### src/rtl/mcb_cmd_arbiter.sv
// Round-robin arbiter sharing the MCB command port among NUM_REQ requesters.
// Gates traffic on calibration, throttles on cmd_full and tracks read owners for data steering.
module mcb_cmd_arbiter #(
    parameter int NUM_REQ = 4,
    parameter int ADDR_W  = 30,
    parameter int MAX_RD  = 4
) (
    input  logic                       clk0_bufg,
    input  logic                       sys_rst,
    input  logic                       calib_done,
    input  logic [NUM_REQ-1:0]         req_valid,
    input  logic [3*NUM_REQ-1:0]       req_instr,
    input  logic [ADDR_W*NUM_REQ-1:0]  req_addr,
    input  logic [6*NUM_REQ-1:0]       req_bl,
    output logic [NUM_REQ-1:0]         req_ready,
    input  logic                       cmd_full,
    output logic                       cmd_en,
    output logic [2:0]                 cmd_instr,
    output logic [ADDR_W-1:0]          cmd_byte_addr,
    output logic [5:0]                 cmd_bl,
    input  logic                       rd_done,
    output logic [$clog2(NUM_REQ)-1:0] rd_owner_id,
    output logic                       rd_owner_valid,
    output logic                       rd_underflow
);

    localparam int ID_W  = $clog2(NUM_REQ);
    localparam int PTR_W = (MAX_RD > 1) ? $clog2(MAX_RD) : 1;
    localparam int CNT_W = $clog2(MAX_RD + 1);

    typedef enum logic [1:0] {
        S_CAL,
        S_ARB,
        S_ISSUE
    } state_t;

    state_t             state, state_nx;
    logic [ID_W-1:0]    last_grant, last_grant_nx;
    logic [ID_W-1:0]    grant, grant_nx;
    logic [ID_W-1:0]    cand;
    logic               found;
    logic               cmd_en_nx;
    logic [NUM_REQ-1:0] ready_nx;
    logic [2:0]         instr_nx;
    logic [ADDR_W-1:0]  addr_nx;
    logic [5:0]         bl_nx;
    logic               push;

    logic [2:0]         instr_arr [NUM_REQ];
    logic [ADDR_W-1:0]  addr_arr  [NUM_REQ];
    logic [5:0]         bl_arr    [NUM_REQ];
    logic [NUM_REQ-1:0] elig;

    logic [ID_W-1:0]    owner_mem [MAX_RD];
    logic [PTR_W-1:0]   wr_ptr, rd_ptr;
    logic [CNT_W-1:0]   rd_count;
    logic               fifo_empty, rd_full;
    logic               push_eff, pop_eff;

    assign fifo_empty = (rd_count == '0);
    assign rd_full    = (rd_count >= CNT_W'(MAX_RD));

    // A read may only be granted while the owner FIFO has room for its entry.
    for (genvar gi = 0; gi < NUM_REQ; gi++) begin : g_req
        assign instr_arr[gi] = req_instr[3*gi +: 3];
        assign addr_arr[gi]  = req_addr[ADDR_W*gi +: ADDR_W];
        assign bl_arr[gi]    = req_bl[6*gi +: 6];
        assign elig[gi]      = req_valid[gi] & ~(req_instr[3*gi] & rd_full);
    end

    always_comb begin
        state_nx      = state;
        last_grant_nx = last_grant;
        grant_nx      = grant;
        instr_nx      = cmd_instr;
        addr_nx       = cmd_byte_addr;
        bl_nx         = cmd_bl;
        cmd_en_nx     = 1'b0;
        ready_nx      = '0;
        push          = 1'b0;
        found         = 1'b0;
        cand          = '0;
        case (state)
            S_CAL: begin
                if (calib_done) state_nx = S_ARB;
            end
            S_ARB: begin
                if (!calib_done) begin
                    state_nx = S_CAL;
                end else begin
                    for (int k = 1; k <= NUM_REQ; k++) begin
                        cand = ID_W'((int'(last_grant) + k) % NUM_REQ);
                        if (!found && elig[cand]) begin
                            found    = 1'b1;
                            grant_nx = cand;
                            instr_nx = instr_arr[cand];
                            addr_nx  = addr_arr[cand];
                            bl_nx    = bl_arr[cand];
                            state_nx = S_ISSUE;
                        end
                    end
                end
            end
            S_ISSUE: begin
                if (!cmd_full) begin
                    cmd_en_nx       = 1'b1;
                    ready_nx[grant] = 1'b1;
                    push            = cmd_instr[0];
                    last_grant_nx   = grant;
                    state_nx        = S_ARB;
                end
            end
            default: state_nx = S_CAL;
        endcase
    end

    always_ff @(posedge clk0_bufg or posedge sys_rst) begin
        if (sys_rst) begin
            state         <= S_CAL;
            last_grant    <= ID_W'(NUM_REQ - 1);
            grant         <= '0;
            cmd_en        <= 1'b0;
            req_ready     <= '0;
            cmd_instr     <= '0;
            cmd_byte_addr <= '0;
            cmd_bl        <= '0;
        end else begin
            state         <= state_nx;
            last_grant    <= last_grant_nx;
            grant         <= grant_nx;
            cmd_en        <= cmd_en_nx;
            req_ready     <= ready_nx;
            cmd_instr     <= instr_nx;
            cmd_byte_addr <= addr_nx;
            cmd_bl        <= bl_nx;
        end
    end

    // A push and pop on an empty FIFO cancel out: the returning data belongs to the read just issued.
    assign push_eff = push & ~(rd_done & fifo_empty);
    assign pop_eff  = rd_done & ~fifo_empty;

    always_ff @(posedge clk0_bufg or posedge sys_rst) begin
        if (sys_rst) begin
            wr_ptr       <= '0;
            rd_ptr       <= '0;
            rd_count     <= '0;
            rd_underflow <= 1'b0;
        end else begin
            if (push_eff)
                wr_ptr <= (wr_ptr == PTR_W'(MAX_RD - 1)) ? '0 : wr_ptr + PTR_W'(1);
            if (pop_eff)
                rd_ptr <= (rd_ptr == PTR_W'(MAX_RD - 1)) ? '0 : rd_ptr + PTR_W'(1);
            if (push_eff && !pop_eff)
                rd_count <= rd_count + CNT_W'(1);
            else if (!push_eff && pop_eff)
                rd_count <= rd_count - CNT_W'(1);
            if (rd_done && fifo_empty && !push)
                rd_underflow <= 1'b1;
        end
    end

    always_ff @(posedge clk0_bufg) begin
        if (push_eff) owner_mem[wr_ptr] <= grant;
    end

    assign rd_owner_valid = ~fifo_empty;
    assign rd_owner_id    = fifo_empty ? '0 : owner_mem[rd_ptr];

endmodule

### config.mk
export PLATFORM = sky130hd
export DESIGN_NAME = mcb_cmd_arbiter
export DESIGN_NICKNAME = d
export VERILOG_FILES = /design/src/rtl/mcb_cmd_arbiter.sv
export SDC_FILE = /design/constraint.sdc
export NUM_CORES = 1
export LEC_CHECK = 0
export ABC_AREA = 1
export CAP_MARGIN = 5
export CORE_UTILIZATION = 48
export CTS_CLUSTER_DIAMETER = 40
export DETAILED_ROUTE_END_ITERATION = 12
export GPL_TIMING_DRIVEN = 0
export PLACE_DENSITY = 0.8
export SYNTH_ARGS = -nofsm -noshare
export SYNTH_HDL_FRONTEND = slang
export SYNTH_SLANG_ARGS = --single-unit
### constraint.sdc
create_clock -name clk0_bufg -period 3 [get_ports clk0_bufg]
set_input_delay 0.9 -clock clk0_bufg [delete_from_list [all_inputs] [get_ports clk0_bufg]]
set_output_delay 0.9 -clock clk0_bufg [all_outputs]
set_load 0.005 [all_outputs]
; Word-level counts from Yosys, hierarchy flattened
; Memories as Yosys holds them, arrays and structs flattened.
; Index checks and enable logic that the tools add are counted.
[totals]
out_inout_bits = 48
elab_cells = 174
register_bits = 58
ram_bits = 8
n_memories = 1
[classes]
add_sub_neg = 8
n_reduce_logical = 21
mux = 92
n_eq_ne = 7
n_lt_le_gt_ge = 11
n_bitwise = 22
[mem_list]
columns = name, words, word_bits, read_ports, rd_clocked_by_memory_dff, write_ports, line_no
row1 = owner_mem, 4, 2, 1, 0, 1, 54  ; logic [ID_W-1:0] owner_mem [MAX_RD];
[op_table]
columns = operator, count
row1 = 30-bit 2-to-1 mux, 12
row2 = 30-bit binary-select mux with 2-bit select, 4
row3 = 6-bit 2-to-1 mux, 12
row4 = 6-bit binary-select mux with 2-bit select, 4
row5 = 3-bit 2-to-1 mux, 14
row6 = 2-bit 2-to-1 mux, 14
row7 = 3-bit binary-select mux with 2-bit select, 4
row8 = 1-bit 2-to-1 mux, 20
row9 = 3-bit greater-or-equal comparator (second input constant), 5
row10 = 2-bit by 3-bit less-than comparator with 1-bit output (second input constant), 5
row11 = 2-bit inverter with 3-bit output, 4
row12 = 1-bit AND, 11
row13 = 2-bit by 1-bit adder with 2-bit output (second input constant), 4
row14 = 1-bit binary-select mux with 2-bit select, 4
row15 = 1-bit logical AND, 8
row16 = 4-bit 2-to-1 mux, 2
row17 = 1-bit inverter, 7
row18 = 2-bit equality test (second input constant), 3
row19 = 1-bit logical NOT, 6
row20 = 6-bit != test (second input constant), 1
row21 = 2-bit case mux with 3 select lines, 1
row22 = 3-bit AND reduction, 2
row23 = 2-bit adder (second input constant), 2
row24 = 2-bit != test (second input constant), 2
row25 = 10 further kinds, 10

; Logic depth before layout (Yosys ltp)
; Gate-level depths: netlist of the first run.
[logic_depth]
ltp_word = 24
depth_mapped = 13

; Worst setup path before layout of the first run
; OpenSTA, ideal clock, no wires.
[synth_timing]
kind = input-to-reg
startpoint = in rd_done
endpoint = reg rd_count[1]
required_ns = 2.875
path_slack_ns = 0.679
n_path_buf = 0
cell_stages = 9
setup_ns = 0.125
t_arrival_ns = 2.196
cell_sequence = inv_1 -> nor2_1 -> inv_1 -> nand2_1 -> inv_1 -> ha_1 -> inv_1 -> fa_1 -> mux2_2
[synth_via]
elab_chain_cells = 6
[synth_rtl]
columns = item, line_no
row1 = "start, declared", 21  ; input logic rd_done,
row2 = 1-bit AND (*), 140  ; assign push_eff = push & ~(rd_done & fifo_empty);
row3 = 1-bit inverter (*), 140
row4 = 1-bit AND (*), 140
row5 = named net push_eff, 58  ; logic push_eff, pop_eff;
row6 = 1-bit logical NOT, 156  ; else if (!push_eff && pop_eff)
row7 = 1-bit logical AND, 156
row8 = 2-bit nonzero test (no line), -
row9 = "end signal, assigned", 155  ; rd_count <= rd_count + CNT_W'(1);
row10 = "end signal, assigned", 157  ; rd_count <= rd_count - CNT_W'(1);
row11 = "end, declared", 56  ; logic [CNT_W-1:0] rd_count;
; The timed path passes the listed nets; every way through them passes the cells marked *.
; A chain may end at the register's enable or synchronous reset.

; Final worst setup path of the first run
[layout_timing]
startpoint = in req_instr[6]
endpoint = reg cmd_byte_addr[11]
[layout_via]
elab_chain_cells = 22
[layout_rtl]
columns = item, line_no
row1 = "start, declared", 12  ; input logic [3*NUM_REQ-1:0] req_instr,
row2 = 1-bit AND (*), 68  ; assign elig[gi] = req_valid[gi] & ~(req_instr[3*gi] & rd_full);
row3 = 1-bit inverter (*), 68
row4 = 1-bit AND (*), 68
row5 = 1-bit binary-select mux with 2-bit select, 93  ; if (!found && elig[cand]) begin
row6 = 1-bit 2-to-1 mux (not written as such), 93
row7 = 1-bit 2-to-1 mux, 93
row8 = 1-bit 2-to-1 mux, 88  ; if (!calib_done) begin
row9 = 1-bit 2-to-1 mux, 83  ; case (state)
row10 = [... 6 more ...], -
row11 = 1-bit logical AND, 93
row12 = 1-bit 2-to-1 mux, 93
row13 = 1-bit 2-to-1 mux, 88
row14 = 1-bit 2-to-1 mux, 83
row15 = 1-bit logical NOT, 93
row16 = 1-bit logical AND, 93
row17 = 4-bit nonzero test (no line), -
row18 = 3-bit AND reduction (no line), -
row19 = "end signal, assigned", 134  ; cmd_byte_addr <= addr_nx;
row20 = "end, declared", 19  ; output logic [ADDR_W-1:0] cmd_byte_addr,
; Every way passes the cells marked *; elsewhere a longest branch is shown, timed or not. The select of a mux whose other input is x is not followed.

==> flow_summary_export.csv, run 1 <==
group,metric,value,unit
setup_path,r2r_cells,10,
logic_synthesis,synthTopCellsByCount,"nand2_1 (504), o21ai_0 (259), nand3_1 (140), nor2_1 (105), inv_1 (100)",
detailed_routing,maxUsedRoutingLayer,"met4",
clock_tree,cts.sinks,66,
logic_synthesis,post-synth-top-count-cell,"nand2_1",
clock_tree,htreeDepth,3,
final_layout,drive_above_1_share,0.0575,
floorplan,num_rows,45,
logic_synthesis,synth_nets,1594,
detailed_routing,ant_nets,0,
clock_tree,cts.clk_slew.worst_paths,0.06,ns
floorplan,die_y,129,µm
placement,gp_congestion,0.956,
final_layout,final_area,0.0104,mm²
setup_path,worst-path-buf-inv,2,
final_layout,stdcell_count,1862,
sta,finalSetupTns,0,ns
setup_path,arrival,3.18,ns
setup_path,worstPathCellList,"clkdlybuf4s50_1 > nand2_1 > nand3_1 > nand3_1 > nand2_1 > nand4_1 > nand2_4 > buf_2 > nor2_1 > nand2_1 > nand2_1",
logic_synthesis,yosysSeqAreaShare,0.220,
grt,grt_usage,0.382,
sta,tightestPinTransition,0.655,ns
setup_path,critPathTopFamily,"simple AND/OR/NAND/NOR gates",
logic_synthesis,syn_avg_cell_area,5.42,µm²
placement,place_area,0.0101,mm²
hold_path,min_path_cells,2,
grt,grt_pass1_vias,9832,
logic_synthesis,netlist_instances,1422,
logic_synthesis,synth_seq_cells,66,
detailed_routing,drcViolationCount,0,
sta,max_freq,341,MHz
setup_path,cp-start-kind,"input pin",
final_layout,area_growth_syn_to_layout,35.2,%
clock_tree,cts_buffer_depth,2,
status,status,"finished, final reports clean",
run,max_cap_violations,0,
setup_path,cp.depth,11,
hold_path,min_path_type,"reg -> reg",
placement,post-place-cells,1846,
grt,grt_pass1_wl,49600,µm
setup_path,r2r-end,"rd_count[1]",
setup_path,worstPathRequired,3.25,ns
detailed_routing,m1WireLength,12400,µm
detailed_routing,firstDrtPassIters,9,
grt,grt_overflow_total,0,
floorplan,ios,213,
logic_synthesis,post-synth-top-area-cell,"nand2_1",
detailed_routing,wirelength,31700,µm
sta,report.final.slew_viol_count,0,
clock_tree,cts_root_buf,"clkbuf_16",
power_and_ir_drop,ir_drop,0.861,mV
setup_path,crit_path_top_delay_cell,"clkdlybuf4s50_1",
logic_synthesis,synth_cell_types,28,
logic_synthesis,synth_area,0.00771,mm²
sta,hold_viol,0,
detailed_routing,wl_per_cell,17.0,µm
floorplan,die_area,0.0166,mm²
setup_path,critPathMaxStageDelay,0.57,ns
detailed_routing,drt-vias-per-instance,5.87,
sta,fin_crit_sh,0.977,
setup_path,critPathCaptureType,"flip-flop",
detailed_routing,drt_iter0_drc,1360,
final_layout,fin_nets,1818,
placement,dpl.hpwl,22900,µm
detailed_routing,wl_met3,3840,µm
setup_path,cp_common_cell,"nand2_1",
clock_tree,hold_buffers,0,
setup_path,timing_worst_setup_path_type,"in -> reg",
sta,finalClockSkew,0.0186,ns
hold_path,hold_path_startpoint,"cmd_byte_addr[27]",
placement,portBuffers,212,
power_and_ir_drop,powerDensity,1170,mW/mm²
clock_tree,cts_buffers,9,
setup_path,worstPathMaxFanout,10,
logic_synthesis,synth_ff_type,"dfrtp_1",
clock_tree,cts_tree,"built",
clock_tree,clk_latency,0.36,ns
setup_path,rr_startpoint,"rd_count[2]",
logic_synthesis,netlist.area_leader.share,0.245,
logic_synthesis,yosys_warnings,0,
grt,antenna_found_initial,0,
sta,min_period,2.93,ns
logic_synthesis,synthArstFlopShare,0.879,
floorplan,core-area,0.0154,mm²
grt,grt_max_degree,38,
logic_synthesis,synth-edff-count,8,
floorplan,die_w,129,µm
sta,slew_headroom,0.563,
final_layout,n_antenna_cell,0,
logic_synthesis,synth.area.top_cells,"nand2_1 (25%), dfrtp_1 (18%), o21ai_0 (17%), nand3_1 (9.1%), nor2_1 (5.1%)",
sta,setup_violations,0,
hold_path,min_to,"cmd_byte_addr[27]",
detailed_routing,vias,10900,
setup_path,r2r_slack,0.43,ns
final_layout,fin_util,0.676,
power_and_ir_drop,total_leakage_power,4.87,nW
detailed_routing,met2_length,14100,µm
floorplan,start_util,0.500,
where the power goes:
group | total [mW] | switching [mW] | internal, mW | leakage [nW]
combinational | 9.42 | 6.14 | 3.27 | 3.94
sequential | 1.59 | 0.292 | 1.30 | 0.787
clock | 1.13 | 0.484 | 0.650 | 0.146
worst reg2reg max path, cell delays in order (launching register included):
cell and delay, ns:
dfrtp_1 0.48, nor3_1 0.45, inv_1 0.11, nor2_1 0.10
inv_1 0.06, nand2_1 0.16, inv_1 0.12, ha_1 0.21
inv_1 0.10, fa_1 0.41, mux2_2 0.26
state kept, by name, indices dropped and copies added (netlist names):
register and flops:
last_grant 2, rd_ptr 2, owner_mem 8, cmd_byte_addr 30, cmd_en 1, rd_count 3, state 2, grant 2
cmd_instr 3, cmd_bl 6, wr_ptr 2, rd_underflow 1, req_ready 4
timing repair:
item / 4_1_cts / 5_1_grt
buffers inserted: 0 / 0
endpoints found under the hold margin: 0 / 0
endpoints found under the setup margin: 0 / 2
resized for setup: 0 / 1
layout make-up:
type	instances	area, µm²
tap	211	264
fill	1468	5010
timing repair buffer	213	2140
buffer	115	546
sequential	66	1690
inverter	103	387
clock buffer	9	225
clock inverter	7	77.6
multi-input combinational	1138	5090
routing by layer:
layer | vias to the layer above | track usage
met2 | 857 | 0.607
met3 | 134 | 0.0732
met4 | 0 | 0.183
li1 | 5097 | -
met5 | - | 0
met1 | 4850 | 0.497
per-stage QoR:
stage	hold slack [ns]	power [mW]	worst slack (ns)
floorplan	0.468	7.65	0.675
global placement	0.458	10.5	-0.632
detailed placement	0.464	10.6	-0.246
CTS	0.483	11.8	0.137
global route	0.498	13.1	-0.0154
finish	0.477	12.1	0.0677
cell families after synthesis:
family          after synthesis  share of synthesized area
compound gates              329                      0.214
simple gates                799                      0.429
buf+inv                     218                      0.121
fa+ha+maj                     7                     0.0123
xor+xnor                      2                    0.00227
flops                        66                      0.220
mux                           1                    0.00146
worst max-delay path by stage:
stage	from	endpoint	slack, ns
final	req_instr[6]	cmd_byte_addr[11]	0.07
after global routing	req_instr[6]	cmd_byte_addr[0]	-0.02
after CTS	req_instr[6]	cmd_byte_addr[11]	0.14
after detailed placement	req_instr[6]	cmd_byte_addr[11]	-0.25
after global placement	sys_rst	cmd_byte_addr[18]	-0.63
after floorplan	sys_rst	cmd_bl[0]	0.68
cell usage in the layout, fill, tap and decap left out, drive strengths merged, types with 4 or more instances in the layout:
cell,n
dfrtp,56
ha,6
inv,104
edfxtp,8
nand2,508
clkdlybuf4s50,212
nand4,41
o21ai,323
nor2,105
clkinv,4
nand3,141
clkbuf,57
a21oi,4
buf,68
(Power assumes the default switching activity.)
==> run 2: changes to the inputs <==
--- a/config.mk
+++ b/config.mk
@@ -8,10 +8,10 @@
 export ABC_AREA = 1
 export CAP_MARGIN = 5
 export CORE_UTILIZATION = 48
-export CTS_CLUSTER_DIAMETER = 40
 export DETAILED_ROUTE_END_ITERATION = 12
 export GPL_TIMING_DRIVEN = 0
 export PLACE_DENSITY = 0.8
+export SLEW_MARGIN = 20
 export SYNTH_ARGS = -nofsm -noshare
 export SYNTH_HDL_FRONTEND = slang
 export SYNTH_SLANG_ARGS = --single-unit
==> flow_summary_export.csv, run 2 (synthesis results as in run 1) <==
group,metric,value,unit
setup_path,r2r_slack,0.41,ns
status,status,"finished, final reports clean",
final_layout,stdcell_count,1862,
clock_tree,cts_buffer_depth,2,
setup_path,arrival,3.15,ns
final_layout,fin_nets,1818,
placement,portBuffers,212,
grt,grt_pass1_wl,49900,µm
power_and_ir_drop,p_comb_frac,0.775,
placement,place_area,0.0101,mm²
detailed_routing,firstDrtPassIters,5,
final_layout,n_antenna_cell,0,
sta,finalClockSkew,0.0167,ns
detailed_routing,wl_per_cell,17.1,µm
final_layout,final_common_cell,"nand2_1",
sta,hold_viol,0,
grt,grt_overflow_total,0,
grt,grt_max_degree,45,
sta,worst_slack,0.0899,ns
placement,gp_congestion,0.956,
final_layout,reg_top3,"cmd_byte_addr x30, owner_mem x8, cmd_bl x6",
clock_tree,htreeDepth,3,
power_and_ir_drop,p_clk_frac,0.093,
power_and_ir_drop,power,12.2,mW
sta,report.final.slew_viol_count,0,
floorplan,num_rows,45,
final_layout,n_fill_cell,1495,
sta,slew_headroom,0.545,
detailed_routing,wirelength,31800,µm
sta,setup_violations,0,
setup_path,critPathCaptureType,"flip-flop",
clock_tree,post_cts_buffers,0,
detailed_routing,drt_iter0_drc,1355,
floorplan,die_y,129,µm
floorplan,core-area,0.0154,mm²
power_and_ir_drop,power_switching,6.92,mW
power_and_ir_drop,swShare,0.570,
sta,fin_crit_sh,0.970,
sta,timing.hold.ws,0.475,ns
clock_tree,cts_buffers,9,
final_layout,final_area,0.0104,mm²
clock_tree,cts.sinks,66,
power_and_ir_drop,seqPwrFrac,0.132,
setup_path,worstPathRequired,3.24,ns
grt,grt_usage,0.385,
setup_path,worstPathMaxFanout,10,
grt,antenna_found_initial,0,
detailed_routing,drcViolationCount,0,
sta,rsz0062_at_grt,"no",
setup_path,cp-start-kind,"input pin",
floorplan,start_util,0.500,
clock_tree,cts.clk_slew.worst_paths,0.06,ns
detailed_routing,drt-vias-per-instance,5.86,
clock_tree,cts_root_buf,"clkbuf_16",
power_and_ir_drop,powerDensity,1160,mW/mm²
placement,post-place-cells,1846,
power_and_ir_drop,p_int,5.23,mW
sta,finalSetupTns,0,ns
run,max_cap_violations,0,
placement,pre_cts_slack,-0.265,ns
final_layout,drive_above_1_share,0.0575,
setup_path,timing_worst_setup_path_type,"in -> reg",
placement,dpl.hpwl,23000,µm
hold_path,min_path_type,"reg -> reg",
clock_tree,cts_tree,"built",
sta,min_period,2.91,ns
power_and_ir_drop,total_leakage_power,4.88,nW
floorplan,die_area,0.0166,mm²
final_layout,multiInputGateArea,0.00509,mm²
final_layout,area_growth_syn_to_layout,35.3,%
sta,tightestPinTransition,0.682,ns
final_layout,layout_common_cells,"nand2_1 (504), o21ai_0 (259), clkdlybuf4s50_1 (212), nand3_1 (140), nor2_1 (105)",
grt,grt_pass1_vias,9993,
final_layout,fin_util,0.676,
final_layout,largest_reg_flops,30,
detailed_routing,vias,10900,
floorplan,ios,213,
sta,max_freq,344,MHz
power_and_ir_drop,ir_drop,0.834,mV
final_layout,largest_register,"cmd_byte_addr",
clock_tree,clk_latency,0.36,ns
detailed_routing,ant_nets,0,
floorplan,die_w,129,µm
final_layout,seq_area,0.00169,mm²
==> run 2: worst max-delay path, stage by stage <==
cell             delay (ns)
clkdlybuf4s50_1        0.56
nand2_1                0.10
nand3_1                0.13
nand3_1                0.08
nand2_1                0.27
nand4_1                0.30
nand2_4                0.24
buf_2                  0.29
nor2_1                 0.08
nand2_1                0.13
nand2_1                0.06
==> run 2: final cells by class <==
cell class,count,share of cell area
Multi-Input combinational cell,1138,0.488
Timing Repair Buffer,213,0.206
Sequential cell,66,0.162
Buffer,115,0.0523
Inverter,103,0.0373
Tap cell,211,0.0253
Clock buffer,9,0.0216
Clock inverter,7,0.00744
==> run 2: worst paths after layout <==
check                                   from           endpoint  depth (start not counted)
max                             req_instr[6]  cmd_byte_addr[11]                         11
min in group asynchronous            sys_rst   cmd_byte_addr[1]                          2
max reg2reg                      rd_count[2]        rd_count[1]                         10
min reg2reg                cmd_byte_addr[27]  cmd_byte_addr[27]                          2
min                        cmd_byte_addr[27]  cmd_byte_addr[27]                          2
max in group asynchronous            sys_rst      last_grant[1]                          3
==> run 2: power by group through the flow <==
stage                     Combinational, mW  Sequential, mW  Clock (mW)
after floorplan                        6.10            1.56           0
after global placement                 8.95            1.59           0
after detailed placement               9.05            1.60           0
after CTS                              9.09            1.59        1.13
after global routing                   10.3            1.64        1.17
final                                  9.42            1.60        1.13
==> run 2: repair_timing <==
item | 4_1_cts | 5_1_grt
hold buffers | 0 | 0
setup endpoints to repair | 0 | 1
resized for setup | 0 | 1
endpoints found under the hold margin | 0 | 0
==> run 2: metal layers <==
metal | GRT usage | vias to the layer above | wire, µm | part of all wire
met3 | 0.0740 | 118 | 4110 | 0.13
met2 | 0.611 | 824 | 14100 | 0.44
met4 | 0.185 | 0 | 1170 | 0.037
met1 | 0.503 | 4869 | 12500 | 0.39
met5 | 0 | - | 0 | 0
li1 | - | 5092 | - | -
==> run 3: changes to the inputs <==
--- a/config.mk
+++ b/config.mk
@@ -7,10 +7,10 @@
 export LEC_CHECK = 0
 export ABC_AREA = 1
 export CAP_MARGIN = 5
-export CORE_UTILIZATION = 48
+export CORE_UTILIZATION = 50
 export DETAILED_ROUTE_END_ITERATION = 12
 export GPL_TIMING_DRIVEN = 0
-export PLACE_DENSITY = 0.8
+export PLACE_DENSITY = 0.83
 export SLEW_MARGIN = 20
 export SYNTH_ARGS = -nofsm -noshare
 export SYNTH_HDL_FRONTEND = slang
==> flow_summary_export.csv, run 3 (synthesis results as in run 1) <==
group,metric,value,unit
setup_path,timing_worst_setup_path_type,"in -> reg",
detailed_routing,vias,10900,
detailed_routing,ant_nets,0,
clock_tree,cts_root_buf,"clkbuf_16",
detailed_routing,drt-vias-per-instance,5.95,
setup_path,critPathTopFamily,"simple AND/OR/NAND/NOR gates",
setup_path,arrival,3.12,ns
power_and_ir_drop,swShare,0.567,
setup_path,r2r_cells,10,
hold_path,min_path_type,"reg -> reg",
clock_tree,cts.clk_slew.worst_paths,0.06,ns
power_and_ir_drop,p_comb_frac,0.772,
placement,gp_congestion,0.954,
floorplan,die_w,126,µm
placement,dpl.hpwl,23000,µm
detailed_routing,wl_per_cell,17.4,µm
setup_path,worstPathMaxFanout,10,
grt,grt_pass1_vias,10100,
grt,grt_overflow_total,0,
hold_path,hold_path_startpoint,"rd_underflow",
floorplan,start_util,0.509,
final_layout,stdcell_count,1839,
grt,grt_pass1_wl,50400,µm
floorplan,die_y,126,µm
final_layout,area_growth_syn_to_layout,35.2,%
final_layout,fin_nets,1818,
grt,grt_usage,0.397,
sta,worst_slack,0.116,ns
final_layout,largest_reg_flops,30,
setup_path,r2r-end,"rd_count[1]",
floorplan,core-area,0.0151,mm²
sta,tightestPinTransition,0.618,ns
detailed_routing,wirelength,31900,µm
final_layout,reg_top3,"cmd_byte_addr x30, owner_mem x8, cmd_bl x6",
setup_path,critPathCaptureType,"flip-flop",
final_layout,drive_above_1_share,0.0575,
setup_path,cp_common_cell,"nand2_1",
final_layout,layout_common_cells,"nand2_1 (504), o21ai_0 (259), clkdlybuf4s50_1 (212), nand3_1 (140), nor2_1 (105)",
setup_path,worstPathCellList,"clkdlybuf4s50_1 > nand2_1 > nand3_1 > nand3_1 > nand2_1 > nand4_1 > nand2_4 > clkbuf_4 > nor2_1 > nand2_1 > nand2_1",
grt,grt_max_degree,44,
clock_tree,cts_tree,"built",
sta,slew_headroom,0.588,
detailed_routing,drt_iter0_drc,1348,
final_layout,n_fill_cell,1413,
power_and_ir_drop,p_int,5.31,mW
sta,finalClockSkew,0.0149,ns
sta,hold_viol,0,
hold_path,min_path_cells,1,
power_and_ir_drop,ir_drop,0.789,mV
detailed_routing,drcViolationCount,0,
clock_tree,clk_latency,0.36,ns
clock_tree,cts_buffers,9,
sta,setup_violations,0,
setup_path,cp-start-kind,"input pin",
sta,timing.hold.ws,0.477,ns
clock_tree,hold_buffers,0,
final_layout,n_antenna_cell,0,
power_and_ir_drop,power_switching,6.97,mW
hold_path,min_to,"rd_underflow",
setup_path,worst-path-buf-inv,2,
sta,report.final.slew_viol_count,0,
clock_tree,cts.sinks,66,
run,max_cap_violations,0,
sta,rsz0062_at_grt,"no",
power_and_ir_drop,powerDensity,1180,mW/mm²
setup_path,crit_path_top_delay_cell,"clkdlybuf4s50_1",
clock_tree,cts_buffer_depth,2,
sta,finalSetupTns,0,ns
setup_path,worstPathRequired,3.24,ns
floorplan,ios,213,
power_and_ir_drop,p_clk_frac,0.098,
power_and_ir_drop,total_leakage_power,4.89,nW
sta,max_freq,347,MHz
setup_path,critPathMaxStageDelay,0.55,ns
detailed_routing,firstDrtPassIters,6,
sta,min_period,2.88,ns
final_layout,final_common_cell,"nand2_1",
setup_path,r2r_slack,0.43,ns
floorplan,die_area,0.0159,mm²
floorplan,num_rows,45,
sta,fin_crit_sh,0.961,
setup_path,rr_startpoint,"rd_count[2]",
setup_path,worstSetupStartpoint,"req_instr[6]",
clock_tree,htreeDepth,3,
placement,pre_cts_slack,-0.248,ns
placement,portBuffers,212,
grt,antenna_found_initial,2,
power_and_ir_drop,seqPwrFrac,0.130,
final_layout,largest_register,"cmd_byte_addr",
placement,post-place-cells,1823,
status,status,"finished, final reports clean",
run 3: cell types whose count changed in the layout (fill, tap and decap cells not counted):
cell        change
clkbuf_4        +1
clkinv_4        -2
bufinv_16       +1
clkinvlp_4      -1
clkinv_2        +2
buf_2           -1
run 3: layout make-up:
class,instances,area [µm²],share of cell area
multi-input combinational,1138,5090,0.488
timing repair buffer,213,2150,0.206
sequential,66,1690,0.163
buffer,115,548,0.0526
inverter,103,389,0.0373
tap,188,235,0.0226
clock buffer,9,225,0.0216
clock inverter,7,92.6,0.00889
run 3: worst max-delay path by stage:
stage                             end  slack [ns]  cells after the start
floorplan                   cmd_bl[0]        0.68                      1
global placement    cmd_byte_addr[15]       -0.62                      2
detailed placement   cmd_byte_addr[8]       -0.25                     11
CTS                  cmd_byte_addr[8]        0.12                     11
global route         cmd_byte_addr[0]        0.03                     11
finish               cmd_byte_addr[8]        0.12                     11
run 3: stage by stage:
step                 util  power [mW]  area [µm²]
finish              0.688        12.3       10400
global route        0.688        13.2       10400
global placement    0.665        10.5       10100
CTS                 0.687        11.9       10400
floorplan               -        7.65        7710
detailed placement  0.667        10.7       10100
run 3: power by group through the flow:
| stage | Sequential, mW | Clock (mW) | Combinational (mW) |
|---|---|---|---|
| 6_report | 1.59 | 1.20 | 9.48 |
| 5_1_grt | 1.63 | 1.23 | 10.3 |
| 4_1_cts | 1.59 | 1.19 | 9.13 |
| 3_5_place_dp | 1.59 | 0 | 9.06 |
| 3_3_place_gp | 1.59 | 0 | 8.93 |
| 2_1_floorplan | 1.56 | 0 | 6.10 |
run 3: timing repair:
action                                 in CTS  in global routing
setup endpoints to repair                   0                 13
buffers inserted                            0                  0
endpoints found under the hold margin       0                  0
gates resized for setup                     0                  2
run 3: metal layers:
metal,share of wire,vias to the layer above,global-route usage
met3,0.12,140,0.0854
met2,0.45,832,0.636
met4,0.034,0,0.181
met1,0.39,4869,0.512
li1,-,5098,-
met5,0,-,0
